===== src/rtl/mm_burst_bridge_pkg.sv =====
// Shared definitions for the line-to-burst memory bridge.
// Holds the FSM state encodings, the default line and beat geometry, and the line-alignment helper.
// Contains no logic, so it adds no latency and applies no backpressure.
package mm_burst_bridge_pkg;

    localparam int DEF_LINE_BITS = 256;
    localparam int DEF_BEAT_BITS = 32;
    localparam int DEF_BEATS     = DEF_LINE_BITS / DEF_BEAT_BITS;
    localparam int LINE_BYTES    = DEF_LINE_BITS / 8;

    typedef enum logic [2:0] {
        ST_IDLE     = 3'd0,
        ST_WR_BURST = 3'd1,
        ST_RD_CMD   = 3'd2,
        ST_RD_DATA  = 3'd3,
        ST_RESP     = 3'd4
    } state_e;

    // Clear the byte-within-line offset so every burst starts on a line boundary.
    function automatic logic [31:0] line_align(input logic [31:0] a);
        return a & ~32'(LINE_BYTES - 1);
    endfunction

endpackage


===== src/rtl/mm_burst_bridge_gather.sv =====
// Beat-indexed assembly register that builds the fill line presented on mm_rd.
// Latency: a beat written with we appears in line one cycle later.
// Backpressure: none; every we is taken, and clr takes priority over we.
module line_gather
    import mm_burst_bridge_pkg::*;
#(
    parameter int LINE_BITS = DEF_LINE_BITS,
    parameter int BEAT_BITS = DEF_BEAT_BITS,
    parameter int BEATS     = DEF_BEATS
) (
    input  logic                 clk,
    input  logic                 clr,
    input  logic                 we,
    input  logic [3:0]           idx,
    input  logic [BEAT_BITS-1:0] din,
    output logic [LINE_BITS-1:0] line
);

    logic [LINE_BITS-1:0] line_d, line_q;

    // Drop the incoming beat into slice idx; slices that are not written keep the previous line.
    always_comb begin
        line_d = line_q;
        if (clr) begin
            line_d = '0;
        end else if (we) begin
            for (int i = 0; i < BEATS; i++) begin
                if (idx == 4'(i)) begin
                    line_d[i*BEAT_BITS +: BEAT_BITS] = din;
                end
            end
        end
    end

    // The line register. clr is the bridge's synchronous reset.
    always_ff @(posedge clk) begin
        line_q <= line_d;
    end

    assign line = line_q;

endmodule


===== src/rtl/mm_burst_bridge.sv =====
// Turns cache line fill/evict strobes into 8-beat Avalon-MM read/write bursts.
// Latency: command on the bus 1 cycle after the request; done/valid pulses 1 cycle after the last beat.
// Backpressure: av_waitrequest stalls commands and write beats; the cache waits on mm_busy.
module mm_burst_bridge
    import mm_burst_bridge_pkg::*;
#(
    parameter int LINE_BITS = DEF_LINE_BITS,
    parameter int BEAT_BITS = DEF_BEAT_BITS,
    parameter int BEATS     = DEF_BEATS
) (
    input  logic                   clk,
    input  logic                   reset,
    input  logic [31:0]            mm_a,
    input  logic                   mm_read,
    input  logic                   mm_write,
    input  logic [LINE_BITS-1:0]   mm_wd,
    input  logic [LINE_BITS/8-1:0] mm_be,
    output logic [LINE_BITS-1:0]   mm_rd,
    output logic                   mm_readdata_valid,
    output logic                   mm_writedone,
    output logic                   mm_busy,
    output logic [31:0]            av_address,
    output logic [3:0]             av_burstcount,
    output logic                   av_read,
    output logic                   av_write,
    output logic [BEAT_BITS-1:0]   av_writedata,
    output logic [BEAT_BITS/8-1:0] av_byteenable,
    input  logic                   av_waitrequest,
    input  logic [BEAT_BITS-1:0]   av_readdata,
    input  logic                   av_readdatavalid
);

    localparam int BEAT_BE = BEAT_BITS / 8;
    localparam int LINE_BE = LINE_BITS / 8;
    localparam logic [3:0] LAST_BEAT = 4'(BEATS - 1);

    state_e               state_q, state_d;
    logic [3:0]           cnt_q, cnt_d;
    logic                 rd_pend_q, rd_pend_d;
    logic [LINE_BITS-1:0] wd_q, wd_d;
    logic [LINE_BE-1:0]   be_q, be_d;
    logic [31:0]          av_address_q, av_address_d;
    logic [3:0]           av_burstcount_q, av_burstcount_d;
    logic                 av_read_q, av_read_d;
    logic                 av_write_q, av_write_d;
    logic [BEAT_BITS-1:0] av_writedata_q, av_writedata_d;
    logic [BEAT_BE-1:0]   av_byteenable_q, av_byteenable_d;
    logic                 mm_readdata_valid_q, mm_readdata_valid_d;
    logic                 mm_writedone_q, mm_writedone_d;
    logic                 mm_busy_q, mm_busy_d;
    logic                 gather_we;

    // Next state: capture the request in IDLE, step the beat counter on accepted or valid beats.
    // A combined request runs the evict first so the fill sees memory after the write.
    always_comb begin
        state_d      = state_q;
        cnt_d        = cnt_q;
        rd_pend_d    = rd_pend_q;
        wd_d         = wd_q;
        be_d         = be_q;
        av_address_d = av_address_q;
        gather_we    = 1'b0;
        case (state_q)
            ST_IDLE: begin
                if (mm_write) begin
                    wd_d         = mm_wd;
                    be_d         = mm_be;
                    av_address_d = line_align(mm_a);
                    cnt_d        = 4'd0;
                    rd_pend_d    = mm_read;
                    state_d      = ST_WR_BURST;
                end else if (mm_read) begin
                    av_address_d = line_align(mm_a);
                    state_d      = ST_RD_CMD;
                end
            end
            ST_WR_BURST: begin
                if (!av_waitrequest) begin
                    if (cnt_q == LAST_BEAT) begin
                        cnt_d     = 4'd0;
                        rd_pend_d = 1'b0;
                        state_d   = rd_pend_q ? ST_RD_CMD : ST_IDLE;
                    end else begin
                        cnt_d = cnt_q + 4'd1;
                    end
                end
            end
            ST_RD_CMD: begin
                if (!av_waitrequest) begin
                    cnt_d   = 4'd0;
                    state_d = ST_RD_DATA;
                end
            end
            ST_RD_DATA: begin
                if (av_readdatavalid) begin
                    gather_we = 1'b1;
                    if (cnt_q == LAST_BEAT) begin
                        cnt_d   = 4'd0;
                        state_d = ST_RESP;
                    end else begin
                        cnt_d = cnt_q + 4'd1;
                    end
                end
            end
            ST_RESP: begin
                state_d = ST_IDLE;
            end
            default: begin
                state_d = ST_IDLE;
            end
        endcase
    end

    // Registered outputs follow the next state, so the bus sees a command the cycle after the request.
    always_comb begin
        av_write_d          = (state_d == ST_WR_BURST);
        av_read_d           = (state_d == ST_RD_CMD);
        mm_busy_d           = (state_d != ST_IDLE);
        mm_readdata_valid_d = (state_d == ST_RESP);
        mm_writedone_d      = (state_q == ST_WR_BURST) && !av_waitrequest && (cnt_q == LAST_BEAT);
        av_burstcount_d     = (av_write_d || av_read_d) ? 4'(BEATS) : 4'd0;
        av_writedata_d      = av_writedata_q;
        av_byteenable_d     = '1;
        if (state_d == ST_WR_BURST) begin
            for (int i = 0; i < BEATS; i++) begin
                if (cnt_d == 4'(i)) begin
                    av_writedata_d  = wd_d[i*BEAT_BITS +: BEAT_BITS];
                    av_byteenable_d = be_d[i*BEAT_BE +: BEAT_BE];
                end
            end
        end
    end

    // State, capture and output registers with synchronous active-low reset.
    always_ff @(posedge clk) begin
        if (!reset) begin
            state_q             <= ST_IDLE;
            cnt_q               <= 4'd0;
            rd_pend_q           <= 1'b0;
            wd_q                <= '0;
            be_q                <= '0;
            av_address_q        <= '0;
            av_burstcount_q     <= 4'd0;
            av_read_q           <= 1'b0;
            av_write_q          <= 1'b0;
            av_writedata_q      <= '0;
            av_byteenable_q     <= '0;
            mm_readdata_valid_q <= 1'b0;
            mm_writedone_q      <= 1'b0;
            mm_busy_q           <= 1'b0;
        end else begin
            state_q             <= state_d;
            cnt_q               <= cnt_d;
            rd_pend_q           <= rd_pend_d;
            wd_q                <= wd_d;
            be_q                <= be_d;
            av_address_q        <= av_address_d;
            av_burstcount_q     <= av_burstcount_d;
            av_read_q           <= av_read_d;
            av_write_q          <= av_write_d;
            av_writedata_q      <= av_writedata_d;
            av_byteenable_q     <= av_byteenable_d;
            mm_readdata_valid_q <= mm_readdata_valid_d;
            mm_writedone_q      <= mm_writedone_d;
            mm_busy_q           <= mm_busy_d;
        end
    end

    // Fill line assembly; the bridge reset also clears the line.
    line_gather #(
        .LINE_BITS(LINE_BITS),
        .BEAT_BITS(BEAT_BITS),
        .BEATS    (BEATS)
    ) u_gather (
        .clk (clk),
        .clr (!reset),
        .we  (gather_we),
        .idx (cnt_q),
        .din (av_readdata),
        .line(mm_rd)
    );

    assign av_address        = av_address_q;
    assign av_burstcount     = av_burstcount_q;
    assign av_read           = av_read_q;
    assign av_write          = av_write_q;
    assign av_writedata      = av_writedata_q;
    assign av_byteenable     = av_byteenable_q;
    assign mm_readdata_valid = mm_readdata_valid_q;
    assign mm_writedone      = mm_writedone_q;
    assign mm_busy           = mm_busy_q;

endmodule


===== config.mk =====
export PLATFORM = sky130hd
export DESIGN_NAME = mm_burst_bridge
export DESIGN_NICKNAME = d
export VERILOG_FILES = /design/src/rtl/mm_burst_bridge_pkg.sv /design/src/rtl/mm_burst_bridge_gather.sv /design/src/rtl/mm_burst_bridge.sv
export SDC_FILE = /design/constraint.sdc
export NUM_CORES = 1
export LEC_CHECK = 0
export CORE_AREA = 2 2 270 272
export DETAILED_ROUTE_END_ITERATION = 7
export DIE_AREA = 0 0 272 274
export GPL_TIMING_DRIVEN = 0
export MAX_ROUTING_LAYER = met4
export PLACE_DENSITY = 0.68
export SLEW_MARGIN = 20
export SYNTH_ARGS = -nofsm -noshare
export SYNTH_HDL_FRONTEND = slang
export SYNTH_HIERARCHICAL = 1
export SYNTH_SLANG_ARGS = --single-unit

===== constraint.sdc =====
create_clock -name clk -period 7.58 [get_ports clk]
set_clock_uncertainty 0.15 [all_clocks]
set_input_delay 1.895 -clock clk [delete_from_list [all_inputs] [get_ports clk]]
set_output_delay 1.895 -clock clk [all_outputs]
set_load 0.01 [all_outputs]

======== Word level (Yosys, flattened, before mapping) ========
Cells that the tools add are included.
word-level totals
  register bits ........................... 629
  output and inout bits ................... 333
cells by class
  add/sub/neg operators ................... 1
  equality and inequality tests ........... 23
  mux-type cells .......................... 45
  reduce and logical (&&, ||, !) cells .... 22
operators by type and width
  cell                                                              count
  256-bit 2-to-1 mux                                                2
  32-bit 2-to-1 mux                                                 12
  4-bit 2-to-1 mux                                                  15
  4-bit by 3-bit == test with 1-bit output (second input constant)  8
  3-bit 2-to-1 mux                                                  7
  2-bit AND reduction                                               10
  4-bit by 2-bit == test with 1-bit output (second input constant)  4
  4-bit one-hot mux with 4 select lines                             1
  3-bit one-hot mux with 4 select lines                             1
  3-bit by 2-bit == test with 1-bit output (second input constant)  3
  4-bit by 1-bit == test with 1-bit output (second input constant)  2
  4-bit zero test                                                   2
  8-bit nonzero test                                                1
  3-bit by 1-bit == test with 1-bit output (second input constant)  2
  2-bit inequality test (second input constant)                     3
  1-bit 2-to-1 mux                                                  5
  4-bit by 1-bit adder with 4-bit output (second input constant)    1
  4-bit AND reduction                                               1
  2-bit nonzero test                                                2
  3-bit == test (second input constant)                             1
  3-bit zero test                                                   1
  3-bit nonzero test                                                1
  1-bit logical AND                                                 2
  2-bit 2-to-1 mux                                                  1
  other kinds (3)                                                   3

======== Logic depth before layout (Yosys ltp) ========
  depth after elaboration ................. 14
  gate-level depth with buffers ........... 12
  depth with buffers taken out ............ 8

======== Cells and area by module ========
Netlist, hierarchy kept.
modules (own cells, without submodules)
  module           times used  cells each  area an instance (um^2)  sequential area each (um^2)
  mm_burst_bridge  1           1998        16288.1                  7307.0
  line_gather      1           904         10028.4                  5124.9

======== Worst setup path before layout ========
Ideal clock, no wire load.
  kind .................................... input -> register
  start ................................... input port av_waitrequest
  end ..................................... register av_writedata_q[10] (netlist: av_writedata[10])
  arrival ................................. 4.565 ns
  data required time ...................... 7.308 ns
  slack ................................... 2.743 ns
  stages on the path ...................... 10
  path buffers ............................ 3
  path through ............................ clkbuf_2 > or2_1 > a2111o_1 > and2_4 > buf_6 > nor4_4 > buf_6 > mux2_2 > o221a_2 > a221o_1
between the ends
  longest elaborated chain between the ends .. 10
  elaborated cells on any way between the ends .. 24
  classes of those cells .................. 8 x eq/ne; 13 x mux; 3 x reduce/logical
ends and longest elaborated chain
  element                                   line                                          RTL
  start, declared                           mm_burst_bridge.sv:28                         input logic av_waitrequest,
  4-bit 2-to-1 mux (on tied branches)       mm_burst_bridge.sv:89, mm_burst_bridge.sv:78
  4-bit one-hot mux with 4 select lines     mm_burst_bridge.sv:63                         case (state_q)
  4-bit by 1-bit == test with 1-bit output  mm_burst_bridge.sv:126                        if (cnt_d == 4'(i)) begin
  32-bit 2-to-1 mux (7 in a row)            mm_burst_bridge.sv:126
  end signal, assigned                      mm_burst_bridge.sv:161                        av_writedata_q <= av_writedata_d;
  end, declared                             mm_burst_bridge.sv:46                         logic [BEAT_BITS-1:0] av_writedata_q, av_writedata_d;
Parallel ways exist; a longest one is shown, timed or not.
A chain may end at the register's enable or synchronous reset.

======== Worst setup path in the final report ========
  start ................................... input port mm_write
  end ..................................... register wd_q[32]
between the ends
  longest elaborated chain between the ends .. 2
ends and longest elaborated chain
  element               line                    RTL
  start, declared       mm_burst_bridge.sv:15   input logic mm_write,
  256-bit 2-to-1 mux    mm_burst_bridge.sv:65   if (mm_write) begin
  256-bit 2-to-1 mux    mm_burst_bridge.sv:63
  end signal, assigned  mm_burst_bridge.sv:155  wd_q <= wd_d;
  end, declared         mm_burst_bridge.sv:40   logic [LINE_BITS-1:0] wd_q, wd_d;
No other way between the ends.

==> results by group <==
Outcome
  – Status: finished, final reports clean

Layout
  – Layout cell share with drive strength beyond 1: 6.47%
  – Cell area after layout: 36,700 um^2
  – Area grow syn2layout: 39.6%
  – Nets: 4,016

Power and ir drop
  – Power share of the combinational group: 16.0%
  – Psw: 0.00234 W
  – Sw Ratio: 27.8%
  – Int Pwr: 0.00606 W
  – Total power: 0.00839 W
  – Pwr dens: 228 nW/um^2
  – Sequential share of power: 41.8%
  – Worst IR Drop VDD: 0.120 mV
  – Pleak: 15.0 nW
  – Clk network pwr share: 42.2%

Synthesis
  – Post-Synth Adder-Cell Area: 0.0475%
  – Synthesized area: 26,300 um^2
  – Compound-cell area share of the yosys netlist: 11.9%
  – Ys async rst share: 0%
  – Yosys warns: 6
  – Mux share of post-synthesis cell area: 16.2%
  – Primary FF master, synth: dfxtp_1
  – Register bit total from synthesis: 621
  – Yosys top cell by area: dfxtp_1
  – Post-synthesis xor/xnor area fraction: 0.0333%
  – EDFF count, synth: 0
  – Avg Inst Size Synth: 9.07 um^2
  – Synth Area in Simple Gates: 20.0%
  – Synth Instances: 2,902
  – Sequential fraction of the synthesis area: 47.2%
  – Yosys cell types: 73
  – Yosys top cell area share: 47.2%
  – Top post-synthesis cells by area: dfxtp_1 47%, mux2i_1 15%, nand2b_1 6.9%
  – Largest family of logic cells by synthesized area: simple AND/OR/NAND/NOR gates

GRT
  – Vias in the first global route: 24.0k
  – First-pass GRT wire length: 160,000 um
  – GRT Residual Overflow: 0
  – Largest net degree at the start of global routing: 15
  – Antenna violations before repair: 10
  – GRT Resource Usage Total: 29.7%

Clock tree
  – TritonCTS clock tree: yes
  – Hold-fix buffers, CTS: 0
  – Post-CTS setup repair buffer count: 0
  – TritonCTS buffer count: 70
  – CTS clk-pin slew, worst paths: 0.07 ns
  – Root buffer selected by CTS: clkbuf_16
  – Post-cts resize count: 0
  – CTS H-tree depth: 3
  – Worst-Skew Late Latency: 0.61 ns
  – Sinks on Clock Net: 621
  – Max clock buf depth: 3

Setup path
  – Worst path arrival time: 6.28 ns
  – Type of origin of the critical path: primary input
  – Crit end category: register
  – Critical path type: in2reg
  – Critical-path cell list: clkdlybuf4s50_1 -> inv_1 -> nor4_1 -> buf_2 -> buf_1 -> buf_2 -> clkbuf_1 -> clkbuf_1 -> nand2_1 -> a21oi_1
  – Delay-heaviest family, CP: buffers and inverters
  – Crit-path max FO: 10
  – Slowest stage delay, CP: 0.87 ns
  – Slowest CP cell: buf_1
  – CP required: 7.96 ns
  – WP buf/inv: 7

Route
  – # DRC: 0
  – ANT nets after route: 0
  – Initial DRC Count: 2,203
  – Routed length per instance: 24.1 um
  – Via count: 24.8k
  – DRT Pass-1 Iters: 6
  – Final wirelength: 113,000 um
  – Number of vias per cell: 5.31

Min path
  – Worst Hold Class: reg2reg

STA
  – Finish-stage setup viols: 0
  – Max Fclk: 170 MHz
  – Final Hold Viols: 0
  – Pins Over Slew Limit: 0
  – Slew @ Worst Pin: 1.28 ns
  – Setup TNS: 0 ns
  – Hold WS: 0.303 ns
  – Final worst-path cycle share: 77.8%
  – RSZ-0062 raised after global routing: no
  – Slew margin rel.: 13.8%
  – Minimum clock period: 5.90 ns

Placement
  – Final GP Congestion: 0.997
  – IO buf count: 676
  – Hpwl dp: 87,800 um
  – Post-DP Area: 34,300 um^2

Floorplan
  – Initial Utilization: 36.6%
  – Die area: 74,500 um^2
  – Die Y: 274 um
  – Core area: 72,000 um^2
  – Die Span X: 272 um
  – Rows: 99
  – I/O Pins: 691

Job
  – Max-capacitance violation count: 0
worst reg2reg max path, cell delays in order, from the launching register on:
cell,delay (ns)
dfxtp_1,0.31
buf_2,0.18
buf_1,0.23
nor4_1,0.26
buf_2,0.34
buf_1,0.87
buf_2,0.46
clkbuf_1,0.67
clkbuf_1,0.63
nand2_1,0.21
a21oi_1,0.17
metrics by stage:
stage | std cells | util (%) | setup slack (ns)
global route | 4680 | 51.0 | 1.66
CTS | 4670 | 51.0 | 1.83
floorplan | 2909 | - | 2.74
global placement | 4544 | 47.7 | 1.24
detailed placement | 4544 | 47.7 | 1.21
finish | 4681 | 51.0 | 1.68
placed cells by master, fill, tap and decap left out, types with 4 or more instances in the layout:
cell,count
mux2_2,29
nor2_1,165
inv_1,4
a221o_1,17
clkinvlp_4,4
a21oi_1,235
buf_4,23
a32o_1,14
nand2b_1,292
o221a_2,17
conb_1,8
clkbuf_8,13
o31ai_1,4
clkbuf_1,195
o2111ai_1,7
buf_1,26
nand2_1,471
a211oi_1,56
and3_1,62
diode_2,11
nor3_1,33
and2_1,4
o21ai_0,66
nor2b_1,4
mux2i_1,390
nor4_1,20
buf_6,6
clkdlybuf4s50_1,676
dfxtp_1,621
nand3_1,17
a2111oi_0,18
clkinv_2,14
clkbuf_16,73
o32ai_1,12
nand4_1,5
bufinv_16,5
buf_2,26
sequential cells by signal, summed over array words and instances (netlist names):
name,count
av_address,27
av_burstcount,1
av_byteenable,4
av_read,1
av_write,1
av_writedata,32
be_q,32
cnt_q,4
mm_busy,1
mm_readdata_valid,1
mm_writedone,1
rd_pend_q,1
state_q,3
u_gather/line,256
wd_q,256
power groups by stage:
stage / Clock (W) / Combinational (W) / Sequential, W
after floorplan: 0 / 0.000659 / 0.00357
after global placement: 0 / 0.00130 / 0.00358
after detailed placement: 0 / 0.00131 / 0.00358
after CTS: 0.00358 / 0.00132 / 0.00351
after global routing: 0.00371 / 0.00141 / 0.00352
final: 0.00354 / 0.00134 / 0.00351
metal layers:
| layer | wire length (um) | part of all wire, % | track usage [%] |
|---|---|---|---|
| met3 | 9150 | 8.1 | 5.65 |
| met2 | 54900 | 49 | 50.3 |
| met1 | 43600 | 39 | 34.0 |
| met5 | 0 | 0 | - |
| met4 | 5130 | 4.5 | 13.5 |
final cells by class:
class                           count  area, um^2
Buffer                            271        1200
Multi-Input combinational cell   2012       12700
Sequential cell                   621       12400
Tap cell                          959        1200
Clock buffer                       94        2040
Antenna cell                       11        27.5
Inverter                            5        18.8
Fill cell                        6821       35200
Timing Repair Buffer              676        6770
Clock inverter                     32         352
worst paths after layout:
path / from / end / slack, ns / cells after the start
worst min register to register: wd_q[149] / wd_q[149] / 0.30 / 2
worst min-delay path: wd_q[149] / wd_q[149] / 0.30 / 2
worst max register to register: state_q[1] / wd_q[32] / 3.01 / 10
worst max-delay path: mm_write / wd_q[32] / 1.68 / 10
cells by family after synthesis:
kind of cell | after synthesis
other | 1
and+or+nand+nor | 1096
AOI/OAI and AO/OA | 485
buffers and inverters | 276
muxes | 421
adders and majority gates | 1
xor gates and xnor gates | 1
DFF | 621
synthesized netlist by cell type, drive strengths merged, types with 20 or more instances:
library cell,count
nor2,165
nor4,22
mux2i,390
nand2b,292
a21oi,235
o21ai,67
nor3,33
dfxtp,621
clkbuf,189
a211oi,56
and3,62
mux2,31
nand2,473
buf,82
nand3,20
Note: power is estimated with default switching activity, not from simulation.
